===== src/rtl/lcd_update_scheduler.sv =====
// Buffers LCD content update requests and applies them to the controller only on refresh ticks.
// Applies are rate-limited by a hold counter. Define LCD_SCHED_DEMO_EN to add the demo_en stepper.
module lcd_update_scheduler #(
  parameter int unsigned NUM_FACES  = 9,
  parameter int unsigned MAX_VALUE  = 5,
  parameter int unsigned HOLD_TICKS = 2,
  parameter int unsigned DEMO_TICKS = 80,
  localparam int unsigned FW = (NUM_FACES > 1) ? $clog2(NUM_FACES) : 1,
  localparam int unsigned VW = $clog2(MAX_VALUE) + 1
) (
  input  logic          clk,
  input  logic          reset,
  input  logic          tick,
  input  logic          upd_valid,
  input  logic [FW-1:0] face_in,
  input  logic [VW-1:0] feed_in,
  input  logic [VW-1:0] joy_in,
  input  logic [VW-1:0] energy_in,
`ifdef LCD_SCHED_DEMO_EN
  input  logic          demo_en,
`endif
  output logic [FW-1:0] face,
  output logic [VW-1:0] feed_value,
  output logic [VW-1:0] joy_value,
  output logic [VW-1:0] energy_value,
  output logic          commit,
  output logic          overwrite,
  output logic          pending
);

  localparam int unsigned HW = (HOLD_TICKS > 0) ? $clog2(HOLD_TICKS + 1) : 1;
  localparam logic [FW:0]   FaceLimit = (FW + 1)'(NUM_FACES);
  localparam logic [VW-1:0] MaxVal    = VW'(MAX_VALUE);
  localparam logic [HW-1:0] HoldInit  = HW'(HOLD_TICKS);

  localparam logic StIdle = 1'b0;
  localparam logic StPend = 1'b1;

  function automatic logic [FW-1:0] clamp_face(input logic [FW-1:0] f);
    return ({1'b0, f} >= FaceLimit) ? '0 : f;
  endfunction

  function automatic logic [VW-1:0] clamp_val(input logic [VW-1:0] v);
    return (v > MaxVal) ? MaxVal : v;
  endfunction

  logic          state_q, state_d;
  logic [HW-1:0] hold_q, hold_d;
  logic [FW-1:0] pend_face_q, pend_face_d, face_q, face_d;
  logic [VW-1:0] pend_feed_q, pend_feed_d, feed_q, feed_d;
  logic [VW-1:0] pend_joy_q, pend_joy_d, joy_q, joy_d;
  logic [VW-1:0] pend_energy_q, pend_energy_d, energy_q, energy_d;
  logic          commit_q, commit_d, overwrite_q, overwrite_d;

  logic          req;
  logic [FW-1:0] req_face;
  logic [VW-1:0] req_feed, req_joy, req_energy;

`ifdef LCD_SCHED_DEMO_EN
  localparam int unsigned DemoSteps = NUM_FACES + 3 * (MAX_VALUE + 1);
  localparam int unsigned DIW = $clog2(DemoSteps);
  localparam int unsigned DTW = (DEMO_TICKS > 1) ? $clog2(DEMO_TICKS) : 1;
  localparam logic [DIW-1:0] DemoLast  = DIW'(DemoSteps - 1);
  localparam logic [DTW-1:0] DemoCntTop = DTW'(DEMO_TICKS - 1);

  logic [DIW-1:0] demo_idx_q;
  logic [DTW-1:0] demo_cnt_q;
  logic [FW-1:0]  demo_face_q, dm_face;
  logic [VW-1:0]  demo_feed_q, demo_joy_q, demo_energy_q, dm_feed, dm_joy, dm_energy;
  logic           demo_fire;
  int unsigned    idx_u;

  assign demo_fire = demo_en && tick && (demo_cnt_q == DemoCntTop);

  // Each step rewrites one field; the others keep the last demo value.
  always_comb begin
    dm_face   = demo_face_q;
    dm_feed   = demo_feed_q;
    dm_joy    = demo_joy_q;
    dm_energy = demo_energy_q;
    idx_u     = 32'(demo_idx_q);
    if (idx_u < NUM_FACES) begin
      dm_face = FW'(idx_u);
    end else if (idx_u < NUM_FACES + MAX_VALUE + 1) begin
      dm_feed = VW'(idx_u - NUM_FACES);
    end else if (idx_u < NUM_FACES + 2 * (MAX_VALUE + 1)) begin
      dm_joy = VW'(idx_u - NUM_FACES - (MAX_VALUE + 1));
    end else begin
      dm_energy = VW'(idx_u - NUM_FACES - 2 * (MAX_VALUE + 1));
    end
  end

  always_ff @(posedge clk) begin
    if (reset) begin
      demo_idx_q    <= '0;
      demo_cnt_q    <= '0;
      demo_face_q   <= '0;
      demo_feed_q   <= MaxVal;
      demo_joy_q    <= MaxVal;
      demo_energy_q <= MaxVal;
    end else if (demo_fire) begin
      demo_idx_q    <= (demo_idx_q == DemoLast) ? '0 : demo_idx_q + 1'b1;
      demo_cnt_q    <= '0;
      demo_face_q   <= dm_face;
      demo_feed_q   <= dm_feed;
      demo_joy_q    <= dm_joy;
      demo_energy_q <= dm_energy;
    end else if (demo_en && tick) begin
      demo_cnt_q <= demo_cnt_q + 1'b1;
    end
  end

  assign req        = demo_en ? demo_fire : upd_valid;
  assign req_face   = demo_en ? dm_face   : face_in;
  assign req_feed   = demo_en ? dm_feed   : feed_in;
  assign req_joy    = demo_en ? dm_joy    : joy_in;
  assign req_energy = demo_en ? dm_energy : energy_in;
`else
  logic unused_demo_ticks;
  assign unused_demo_ticks = ^DEMO_TICKS;

  assign req        = upd_valid;
  assign req_face   = face_in;
  assign req_feed   = feed_in;
  assign req_joy    = joy_in;
  assign req_energy = energy_in;
`endif

  logic consume, changed;

  // A tick with the hold expired retires the pending request, whether or not it changes anything.
  assign consume = (state_q == StPend) && tick && (hold_q == '0);
  assign changed = (pend_face_q != face_q) || (pend_feed_q != feed_q) ||
                   (pend_joy_q != joy_q) || (pend_energy_q != energy_q);

  always_comb begin
    state_d       = state_q;
    hold_d        = hold_q;
    pend_face_d   = pend_face_q;
    pend_feed_d   = pend_feed_q;
    pend_joy_d    = pend_joy_q;
    pend_energy_d = pend_energy_q;
    face_d        = face_q;
    feed_d        = feed_q;
    joy_d         = joy_q;
    energy_d      = energy_q;
    commit_d      = 1'b0;
    overwrite_d   = 1'b0;

    if (consume && changed) begin
      face_d   = pend_face_q;
      feed_d   = pend_feed_q;
      joy_d    = pend_joy_q;
      energy_d = pend_energy_q;
      commit_d = 1'b1;
      hold_d   = HoldInit;
    end else if (tick && (hold_q != '0)) begin
      hold_d = hold_q - 1'b1;
    end

    if (req) begin
      pend_face_d   = clamp_face(req_face);
      pend_feed_d   = clamp_val(req_feed);
      pend_joy_d    = clamp_val(req_joy);
      pend_energy_d = clamp_val(req_energy);
      state_d       = StPend;
      overwrite_d   = (state_q == StPend) && !consume;
    end else if (consume) begin
      state_d = StIdle;
    end
  end

  always_ff @(posedge clk) begin
    if (reset) begin
      state_q       <= StIdle;
      hold_q        <= '0;
      pend_face_q   <= '0;
      pend_feed_q   <= MaxVal;
      pend_joy_q    <= MaxVal;
      pend_energy_q <= MaxVal;
      face_q        <= '0;
      feed_q        <= MaxVal;
      joy_q         <= MaxVal;
      energy_q      <= MaxVal;
      commit_q      <= 1'b0;
      overwrite_q   <= 1'b0;
    end else begin
      state_q       <= state_d;
      hold_q        <= hold_d;
      pend_face_q   <= pend_face_d;
      pend_feed_q   <= pend_feed_d;
      pend_joy_q    <= pend_joy_d;
      pend_energy_q <= pend_energy_d;
      face_q        <= face_d;
      feed_q        <= feed_d;
      joy_q         <= joy_d;
      energy_q      <= energy_d;
      commit_q      <= commit_d;
      overwrite_q   <= overwrite_d;
    end
  end

  assign face         = face_q;
  assign feed_value   = feed_q;
  assign joy_value    = joy_q;
  assign energy_value = energy_q;
  assign commit       = commit_q;
  assign overwrite    = overwrite_q;
  assign pending      = (state_q == StPend);

endmodule


===== config.mk =====
export PLATFORM = sky130hd
export DESIGN_NAME = lcd_update_scheduler
export DESIGN_NICKNAME = d
export VERILOG_FILES = /design/src/rtl/lcd_update_scheduler.sv
export SDC_FILE = /design/constraint.sdc
export NUM_CORES = 1
export LEC_CHECK = 0
export CAP_MARGIN = 20
export CELL_PAD_IN_SITES_DETAIL_PLACEMENT = 0
export CELL_PAD_IN_SITES_GLOBAL_PLACEMENT = 1
export CORE_MARGIN = 3
export CORE_UTILIZATION = 33
export DETAILED_ROUTE_END_ITERATION = 10
export PLACE_DENSITY_LB_ADDON = 0.08
export SYNTH_ARGS = -nofsm -noshare
export SYNTH_HDL_FRONTEND = slang
export SYNTH_SLANG_ARGS = --single-unit

===== constraint.sdc =====
create_clock -name clk -period 1.88 [get_ports clk]
set_input_delay 0.564 -clock clk [delete_from_list [all_inputs] [get_ports clk]]
set_output_delay 0.564 -clock clk [all_outputs]
set_load 0.01 [all_outputs]

==> impl_metrics.json, run 1 <==
{
  "utilization_pct": 46.39,
  "drt_iter0_drc": 41,
  "cts.clk_slew.worst_paths_ns": 0.07,
  "antenna_found_initial": 0,
  "timing.final.ws_setup_ns": 0.08561,
  "fin_cells": 285,
  "synth_area_um2": 1639,
  "hold_viol": 0,
  "grt_pass1_wl_mm": 6.106,
  "io_buffers": 38,
  "layout-drive-gt1-share_pct": 8.257,
  "p_per_area_nw_per_um2": 732.9,
  "cts.path.max_buffers": 2,
  "cts.hold.buffers_added": 0,
  "rrSetupSlack_ns": 0.15,
  "num_rows": 25,
  "final_common_cell": "clkdlybuf4s50_1",
  "post-cts-setup-buffers": 0,
  "critPathMaxFanout": 3,
  "max_cap_viol_count": 0,
  "cts_max_level": 2,
  "finClkSkew_ns": 0.006883,
  "io_pins": 39,
  "syn_inst": 176,
  "track_usage_pct": 13.07,
  "worst_pin_slew_ns": 0.4229,
  "cp.depth": 1,
  "max_slew_margin_pct": 71.08,
  "die_w_um": 76.48,
  "slowest_stage": "clkdlybuf4s50_1",
  "synth_cell_types": 26,
  "nFillCells": 490,
  "crit_arrival_ns": 1.23,
  "wirelength_mm": 3.539,
  "vias": 1328,
  "crit_path_cell_trace": "clkdlybuf4s50_1",
  "seq_area_um2": 740.7,
  "start_util_pct": 34.47,
  "vias_per_cell": 4.660,
  "critical_path_buf_inv_count": 1,
  "worst_setup_path_start_kind": "flip-flop",
  "first_pass_iters": 4,
  "status": "finished, final reports clean",
  "root_buffer": "clkbuf_8",
  "drc": 0,
  "grt_max_degree": 52,
  "crit_family": "buffers and inverters",
  "post-route-period-util_pct": 95.45,
  "cts.repair.resized": 0,
  "synth_seq_cells": 37,
  "p_leak_nw": 0.7595,
  "clock_latency_ns": 0.28,
  "multi_input_area_um2": 840.8,
  "grt_pass1_vias": 1326,
  "yosys.area.top_type": "dfxtp_1",
  "end_kind": "primary output",
  "syn_area_per_cell_um2": 9.313,
  "path_class": "flip-flop to primary output",
  "cp-startpoint": "joy_value[1]",
  "r2r-end": "hold_q[1]",
  "reg2reg_from": "joy_value[2]",
  "reg2reg_depth": 6,
  "routedWlPerCell_um": 12.42,
  "finalNetCount": 239,
  "max_freq_ghz": 0.5573,
  "cts_tree": "built",
  "setup-violations-final": 0,
  "hp-class": "flip-flop to flip-flop",
  "endpoint": "joy_value[1]",
  "syn2layout_area_growth_pct": 34.58,
  "required_ns": 1.32,
  "vdd_drop_max_mv": 0.2712,
  "layout_common_cells": "clkdlybuf4s50_1 (38), dfxtp_1 (37), nor2_1 (28)",
  "gp_congestion": 0.6680,
  "yosysWarningCount": 0,
  "yosysSeqAreaShare_pct": 45.19,
  "fp.coreArea_um2": 4755,
  "max_stage_delay_ns": 0.56,
  "dp.cells": 278,
  "hpwl_mm": 2.533,
  "clock_sinks": 37,
  "cts_buffers": 5,
  "fp.dieH_um": 76.48,
  "maxSlewViolCount": 0,
  "pre_cts_ws_ns": 0.004497,
  "ant_nets": 0,
  "dieArea_um2": 5848,
  "synth_nets": 197,
  "finalCriticalPeriod_ns": 1.794,
  "synth_area_leaders": "dfxtp_1 (45%), mux2i_1 (9.8%), xnor2_1 (9.1%)",
  "yosysTopAreaCellShare_pct": 45.19,
  "n_antenna_cell": 0,
  "rsz0062_at_grt": "no",
  "fin_tns_setup_ns": 0,
  "overflow": 0
}
-- kinds of logic after synthesis --
logic type               after synthesis  share of synthesized area [%]
flip-flops                            37                          45.19
adder cells (fa/ha/maj)                1                         0.7632
multiplexers                          16                          9.771
AO/OA/AOI/OAI                         19                          7.710
XOR/XNOR                              17                          9.084
buffers and inverters                 11                          3.512
AND/OR/NAND/NOR                       75                          23.97
-- final cells by class --
cell class                      count  area share [%]
Sequential cell                    37           33.58
Clock buffer                        7           3.914
Timing Repair Buffer               43           20.08
Multi-Input combinational cell    128           38.12
Inverter                            3          0.5105
Tap cell                           67           3.800
-- registers in the layout, indices dropped and copies added (netlist names) --
register / count
hold_q: 2
pend_feed_q: 4
energy_value: 4
pending: 1
pend_face_q: 4
commit: 1
feed_value: 4
overwrite: 1
face: 4
joy_value: 4
pend_joy_q: 4
pend_energy_q: 4
-- layer usage --
layer  GRT usage [%]  part of all wire [%]  wire [um]  vias to the layer above
li1                -                     -          -                      671
met4           4.891                   1.6         55                        0
met1           15.75                    47       1668                      620
met5               0                     0          0                        -
met2           21.27                    45       1601                       32
met3           4.728                   6.0        214                        5
-- through the flow --
stage                     power [mW]  area (um2)  hold WS (ns)
after floorplan               0.9874        1639        0.4587
after global placement         1.077        2120        0.4724
after detailed placement       1.084        2120        0.4872
after CTS                      1.638        2206        0.4959
after global routing           1.697        2206        0.5329
final                          1.617        2206        0.4862
-- cell usage after synthesis, drive strengths merged --
library cell	instances
a2111oi	3
a21oi	9
a22oi	3
and2	3
buf	1
clkbuf	7
dfxtp	37
ha	1
inv	3
mux2i	16
nand2	6
nand2b	19
nand3	4
nand4	4
nor2	29
nor2b	1
nor3	3
nor4	2
o21ba	1
o21bai	3
or2	3
or2b	1
xnor2	17
-- report_power, final --
part           internal [mW]  total [mW]  switching [mW]  leakage, nW
registers              0.808       0.825          0.0173        0.300
clock network          0.291       0.555           0.264       0.0443
logic                  0.128       0.237           0.109        0.415
total                   1.23        1.62           0.391        0.759
-- how the worst min path moves through the flow --
stage                     start                to  slack (ns)  cells past startpoint
2_1_floorplan    pend_feed_q[1]    pend_feed_q[1]        0.46                      2
3_3_place_gp            pending         overwrite        0.47                      2
3_5_place_dp      pend_joy_q[1]     pend_joy_q[1]        0.49                      2
4_1_cts                 pending         overwrite        0.50                      2
5_1_grt        pend_energy_q[1]  pend_energy_q[1]        0.53                      2
6_report         pend_feed_q[1]    pend_feed_q[1]        0.49                      2
(Power assumes the default switching activity.)
==> inputs of run 2 (changes only) <==
--- a/config.mk
+++ b/config.mk
@@ -12,6 +12,7 @@
 export CORE_UTILIZATION = 33
 export DETAILED_ROUTE_END_ITERATION = 10
 export PLACE_DENSITY_LB_ADDON = 0.08
+export SETUP_SLACK_MARGIN = 0.5
 export SYNTH_ARGS = -nofsm -noshare
 export SYNTH_HDL_FRONTEND = slang
 export SYNTH_SLANG_ARGS = --single-unit
==> run 2 against run 1 <==
  * Sequential share of layout area fell by 2.0 points
  * Setup slack improved by 0.21 ns
  * Critical path type is now flip-flop to flip-flop
  * Critical path depth rose by 5
  * Total power rose by 7.1%
  * Highest routed layer unchanged
  * Largest cell class unchanged
  * Fmax rose by 14%
  * Cell area rose by 13%
==> impl_metrics.json, run 2 (synthesized netlist as in run 1, its figures left out) <==
{
  "crit_path_cell_trace": "xnor2_2 -> nand4_1 -> nor4_4 -> nor2_4 -> buf_6 -> o21ba_4",
  "utilization_pct": 52.55,
  "hp-class": "flip-flop to flip-flop",
  "max_slew_margin_pct": 79.42,
  "root_buffer": "clkbuf_8",
  "rsz0062_at_grt": "yes",
  "max_stage_delay_ns": 0.38,
  "overflow": 0,
  "crit_arrival_ns": 1.77,
  "die_w_um": 76.48,
  "crit_family": "simple AND/OR/NAND/NOR gates",
  "dp.cells": 280,
  "slowest_stage": "nor4_4",
  "io_buffers": 38,
  "rrSetupSlack_ns": 0.30,
  "grt_pass1_wl_mm": 6.520,
  "cts_max_level": 2,
  "worst_setup_path_start_kind": "flip-flop",
  "ant_nets": 0,
  "syn2layout_area_growth_pct": 52.44,
  "critPathMaxFanout": 7,
  "required_ns": 2.07,
  "max_cap_viol_count": 0,
  "post-route-period-util_pct": 84.05,
  "hpwl_mm": 2.695,
  "p_leak_nw": 0.9430,
  "cts.path.max_buffers": 2,
  "wirelength_mm": 3.991,
  "cts_tree": "built",
  "reg2reg_from": "face[3]",
  "r2r-end": "hold_q[1]",
  "io_pins": 39,
  "final_common_cell": "nor2_1",
  "cts_buffers": 5,
  "clock_latency_ns": 0.28,
  "grt_max_degree": 27,
  "finClkSkew_ns": 0.007082,
  "endpoint": "hold_q[1]",
  "fin_tns_setup_ns": 0,
  "status": "finished, final reports clean",
  "drc": 0,
  "p_per_area_nw_per_um2": 693.2,
  "cts.hold.buffers_added": 0,
  "maxSlewViolCount": 0,
  "place_area_um2": 2141,
  "clock_sinks": 37,
  "routedWlPerCell_um": 13.13,
  "path_class": "flip-flop to flip-flop",
  "finalCriticalPeriod_ns": 1.580,
  "grt_pass1_vias": 1383,
  "dieArea_um2": 5848,
  "critical_path_buf_inv_count": 1,
  "gp_congestion": 0.7416,
  "hold_viol": 0,
  "vias": 1381,
  "first_pass_iters": 4,
  "num_rows": 25,
  "layout_common_cells": "nor2_1 (27), dfxtp_2 (24), nand2b_1 (19)",
  "fin_area_um2": 2499,
  "setup-violations-final": 0,
  "antenna_found_initial": 0,
  "start_util_pct": 34.47,
  "worst_pin_slew_ns": 0.3064,
  "cts.clk_slew.worst_paths_ns": 0.08,
  "fp.dieH_um": 76.48,
  "n_antenna_cell": 0,
  "cp.depth": 6,
  "drt_iter0_drc": 35,
  "finalNetCount": 257,
  "max_freq_ghz": 0.6328,
  "end_kind": "flip-flop",
  "vias_per_cell": 4.543,
  "vdd_drop_max_mv": 0.3003,
  "layout-drive-gt1-share_pct": 42.19,
  "track_usage_pct": 13.88,
  "fp.coreArea_um2": 4755,
  "reg2reg_depth": 6,
  "cp-startpoint": "face[3]",
  "fin_cells": 304
}
run 2: cell type report:
| class | count | area [um2] |
|---|---|---|
| clock inverters | 1 | 5.005 |
| multi-input cells | 128 | 944.7 |
| clock buffers | 7 | 96.34 |
| flip-flops and latches | 37 | 789.5 |
| repair buffers | 61 | 568.0 |
| well taps | 67 | 83.83 |
| inverters | 3 | 11.26 |
| fillers | 463 | 2256 |
run 2: how the worst min path moves through the flow:
stage | slack, ns | endpoint | cells after the start | from
floorplan | 0.46 | pend_feed_q[1] | 2 | pend_feed_q[1]
CTS | 0.49 | joy_value[1] | 2 | joy_value[1]
global placement | 0.47 | feed_value[3] | 2 | feed_value[3]
global route | 0.51 | pend_joy_q[1] | 2 | pend_joy_q[1]
finish | 0.49 | joy_value[1] | 2 | joy_value[1]
detailed placement | 0.48 | joy_value[1] | 2 | joy_value[1]
run 2: per-stage QoR:
step	hold slack [ns]	total power, mW	worst slack [ns]
after detailed placement	0.4804	1.088	0.06175
after global routing	0.5071	1.816	0.2300
final	0.4891	1.732	0.2998
after CTS	0.4942	1.738	0.2859
after global placement	0.4720	1.084	0.08029
after floorplan	0.4587	0.9944	0.3993
run 2: power by group:
group / switching [mW] / total [mW] / internal [mW]
sequential: 0.0185 / 0.821 / 0.802
clock: 0.278 / 0.609 / 0.331
combinational: 0.133 / 0.302 / 0.169
run 2: repair_timing:
action	4_1_cts	5_1_grt
pin swaps	8	8
gates cloned	2	0
setup endpoints to repair	50	35
buffers inserted	11	3
resized for setup	108	30
run 2: layer usage:
layer  vias up  track usage, %  share of wire (%)
met3         4           4.374                4.2
li1        707               -                  -
met1       646           17.63                 47
met5         -               0                  0
met4         0           3.804               0.45
met2        24           22.67                 48
run 2: worst reg2reg max path: stages (launching register included):
cell and delay [ns]:
dfxtp_4 0.36, xnor2_2 0.15, nand4_1 0.18, nor4_4 0.38, nor2_4 0.08, buf_6 0.15
o21ba_4 0.18
==> inputs of run 3 (changes only) <==
==> constraint.sdc (replaced) <==
create_clock -name clk -period 1.4 [get_ports clk]
set_input_delay 0.42 -clock clk [delete_from_list [all_inputs] [get_ports clk]]
set_output_delay 0.42 -clock clk [all_outputs]
set_load 0.01 [all_outputs]
==> run 3 against run 2 <==
  * Critical path depth unchanged
  * The run now ends with setup timing left
  * Utilization is 11 points higher
  * Largest cell class unchanged
  * Setup slack got worse by 0.48 ns
  * Via count rose by 15%
  * Clock skew is 0.0010 ns lower
  * Highest routed layer unchanged
==> impl_metrics.json, run 3 (synthesized netlist as in run 1, its figures left out) <==
{
  "status": "finished with violations",
  "violations": "setup timing",
  "reg2reg_from": "feed_value[2]",
  "io_buffers": 38,
  "io_pins": 39,
  "gp_congestion": 0.7321,
  "start_util_pct": 34.47,
  "p_leak_nw": 1.185,
  "pre_cts_ws_ns": -0.3082,
  "finalNetCount": 298,
  "fp.dieH_um": 76.48,
  "finClkSkew_ns": 0.006051,
  "reg2reg_depth": 6,
  "n_antenna_cell": 0,
  "layout_common_cells": "buf_6 (41), buf_4 (37), dfxtp_2 (24)",
  "wirelength_mm": 4.620,
  "critPathMaxFanout": 3,
  "max_cap_viol_count": 0,
  "slowest_stage": "nor4_4",
  "finalCriticalPeriod_ns": 1.582,
  "routedWlPerCell_um": 13.39,
  "setup-violations-final": 19,
  "max_freq_ghz": 0.6323,
  "vias": 1595,
  "max_slew_margin_pct": 80.43,
  "cts_tree": "built",
  "antenna_found_initial": 0,
  "rsz0062_at_grt": "yes",
  "nFillCells": 441,
  "cp-startpoint": "feed_value[2]",
  "cts.clk_slew.worst_paths_ns": 0.07,
  "hp-class": "primary input to flip-flop",
  "cts.path.max_buffers": 2,
  "crit_path_cell_trace": "xnor2_1 -> nand4_1 -> nor4_4 -> nor2_4 -> buf_6 -> o21ba_4",
  "dieArea_um2": 5848,
  "grt_max_degree": 19,
  "hold_viol": 0,
  "worst_setup_path_start_kind": "flip-flop",
  "fin_tns_setup_ns": -2.865,
  "ant_nets": 0,
  "cts_buffers": 5,
  "syn2layout_area_growth_pct": 82.98,
  "overflow": 0,
  "num_rows": 25,
  "worst_pin_slew_ns": 0.2913,
  "cts.hold.buffers_added": 0,
  "max_stage_delay_ns": 0.39,
  "clock_sinks": 37,
  "drt_iter0_drc": 23,
  "final_common_cell": "buf_6",
  "die_w_um": 76.48,
  "path_class": "flip-flop to flip-flop",
  "vdd_drop_max_mv": 0.3380,
  "first_pass_iters": 4,
  "whs_ns": 0.4056,
  "maxSlewViolCount": 0,
  "layout-drive-gt1-share_pct": 57.19,
  "rrSetupSlack_ns": -0.18,
  "vias_per_cell": 4.623,
  "p_total_mw": 2.387,
  "root_buffer": "clkbuf_8",
  "end_kind": "flip-flop",
  "hpwl_mm": 3.083,
  "fp.coreArea_um2": 4755,
  "post-route-period-util_pct": 113.0,
  "cts_max_level": 2,
  "r2r-end": "hold_q[1]",
  "track_usage_pct": 16.48,
  "p_per_area_nw_per_um2": 796.0,
  "required_ns": 1.58,
  "grt_pass1_wl_mm": 7.693,
  "clock_latency_ns": 0.28,
  "grt_pass1_vias": 1686,
  "endpoint": "hold_q[1]",
  "crit_arrival_ns": 1.76,
  "drc": 0,
  "timing.final.ws_setup_ns": -0.1816
}
run 3: cell count changes in the layout (fill, tap and decap cells not counted), sizes merged, moves of 3 or more:
| cell | change |
|---|---|
| clkdlybuf4s50 | -17 |
| clkdlybuf4s15 | +4 |
| dlygate4sd2 | +3 |
| buf | +48 |
| clkbuf | +5 |
run 3: cell type report:
cell class,count,area [um2],share of cell area [%]
clock buffers,8,80.08,2.670
well taps,67,83.83,2.795
inverters,3,16.27,0.5423
multi-input cells,128,1047,34.92
flip-flops and latches,37,770.7,25.70
repair buffers,102,1001,33.38
run 3: repair_timing:
item,CTS,global route
gates cloned,2,0
pin swaps,18,16
setup buffers,13,3
gates resized for setup,182,34
setup endpoints to repair,56,49
run 3: how the worst min path moves through the flow:
stage                               from               end  slack [ns]  cells past startpoint
after CTS                   energy_in[2]  pend_energy_q[0]        0.48                      3
after floorplan           pend_feed_q[1]    pend_feed_q[1]        0.46                      2
after detailed placement         pending         overwrite        0.49                      2
after global routing        energy_in[1]  pend_energy_q[1]        0.43                      3
after global placement           pending         overwrite        0.49                      2
final                       energy_in[1]  pend_energy_q[1]        0.41                      3
run 3: metrics by stage:
| step | std cells | area (um2) | utilization (%) |
|---|---|---|---|
| finish | 345 | 2999 | 63.08 |
| global route | 345 | 2999 | 63.08 |
| CTS | 342 | 2939 | 61.82 |
| detailed placement | 319 | 2564 | 53.92 |
| global placement | 319 | 2564 | 53.92 |
| floorplan | 176 | 1837 | - |
run 3: report_power, final:
| group | switching (mW) | total [mW] | internal, mW |
|---|---|---|---|
| logic | 0.249 | 0.568 | 0.319 |
| registers | 0.0216 | 1.11 | 1.09 |
| clock network | 0.355 | 0.709 | 0.354 |
run 3: critical path: cells and delay by family, from the launching register on:
family | cells | cell delay [ns]
DFF | 1 | 0.33
xor gates and xnor gates | 1 | 0.18
buffers and inverters | 1 | 0.14
AOI/OAI and AO/OA | 1 | 0.18
and+or+nand+nor | 3 | 0.66
run 3: per-layer routing:
layer | share of wire (%) | vias up | routed length, um | global-route usage [%]
met2 | 51 | 32 | 2377 | 30.05
li1 | - | 794 | - | -
met1 | 44 | 763 | 2019 | 18.88
met5 | 0 | - | 0 | 0
met3 | 3.9 | 6 | 181 | 4.374
met4 | 0.91 | 0 | 42 | 4.348
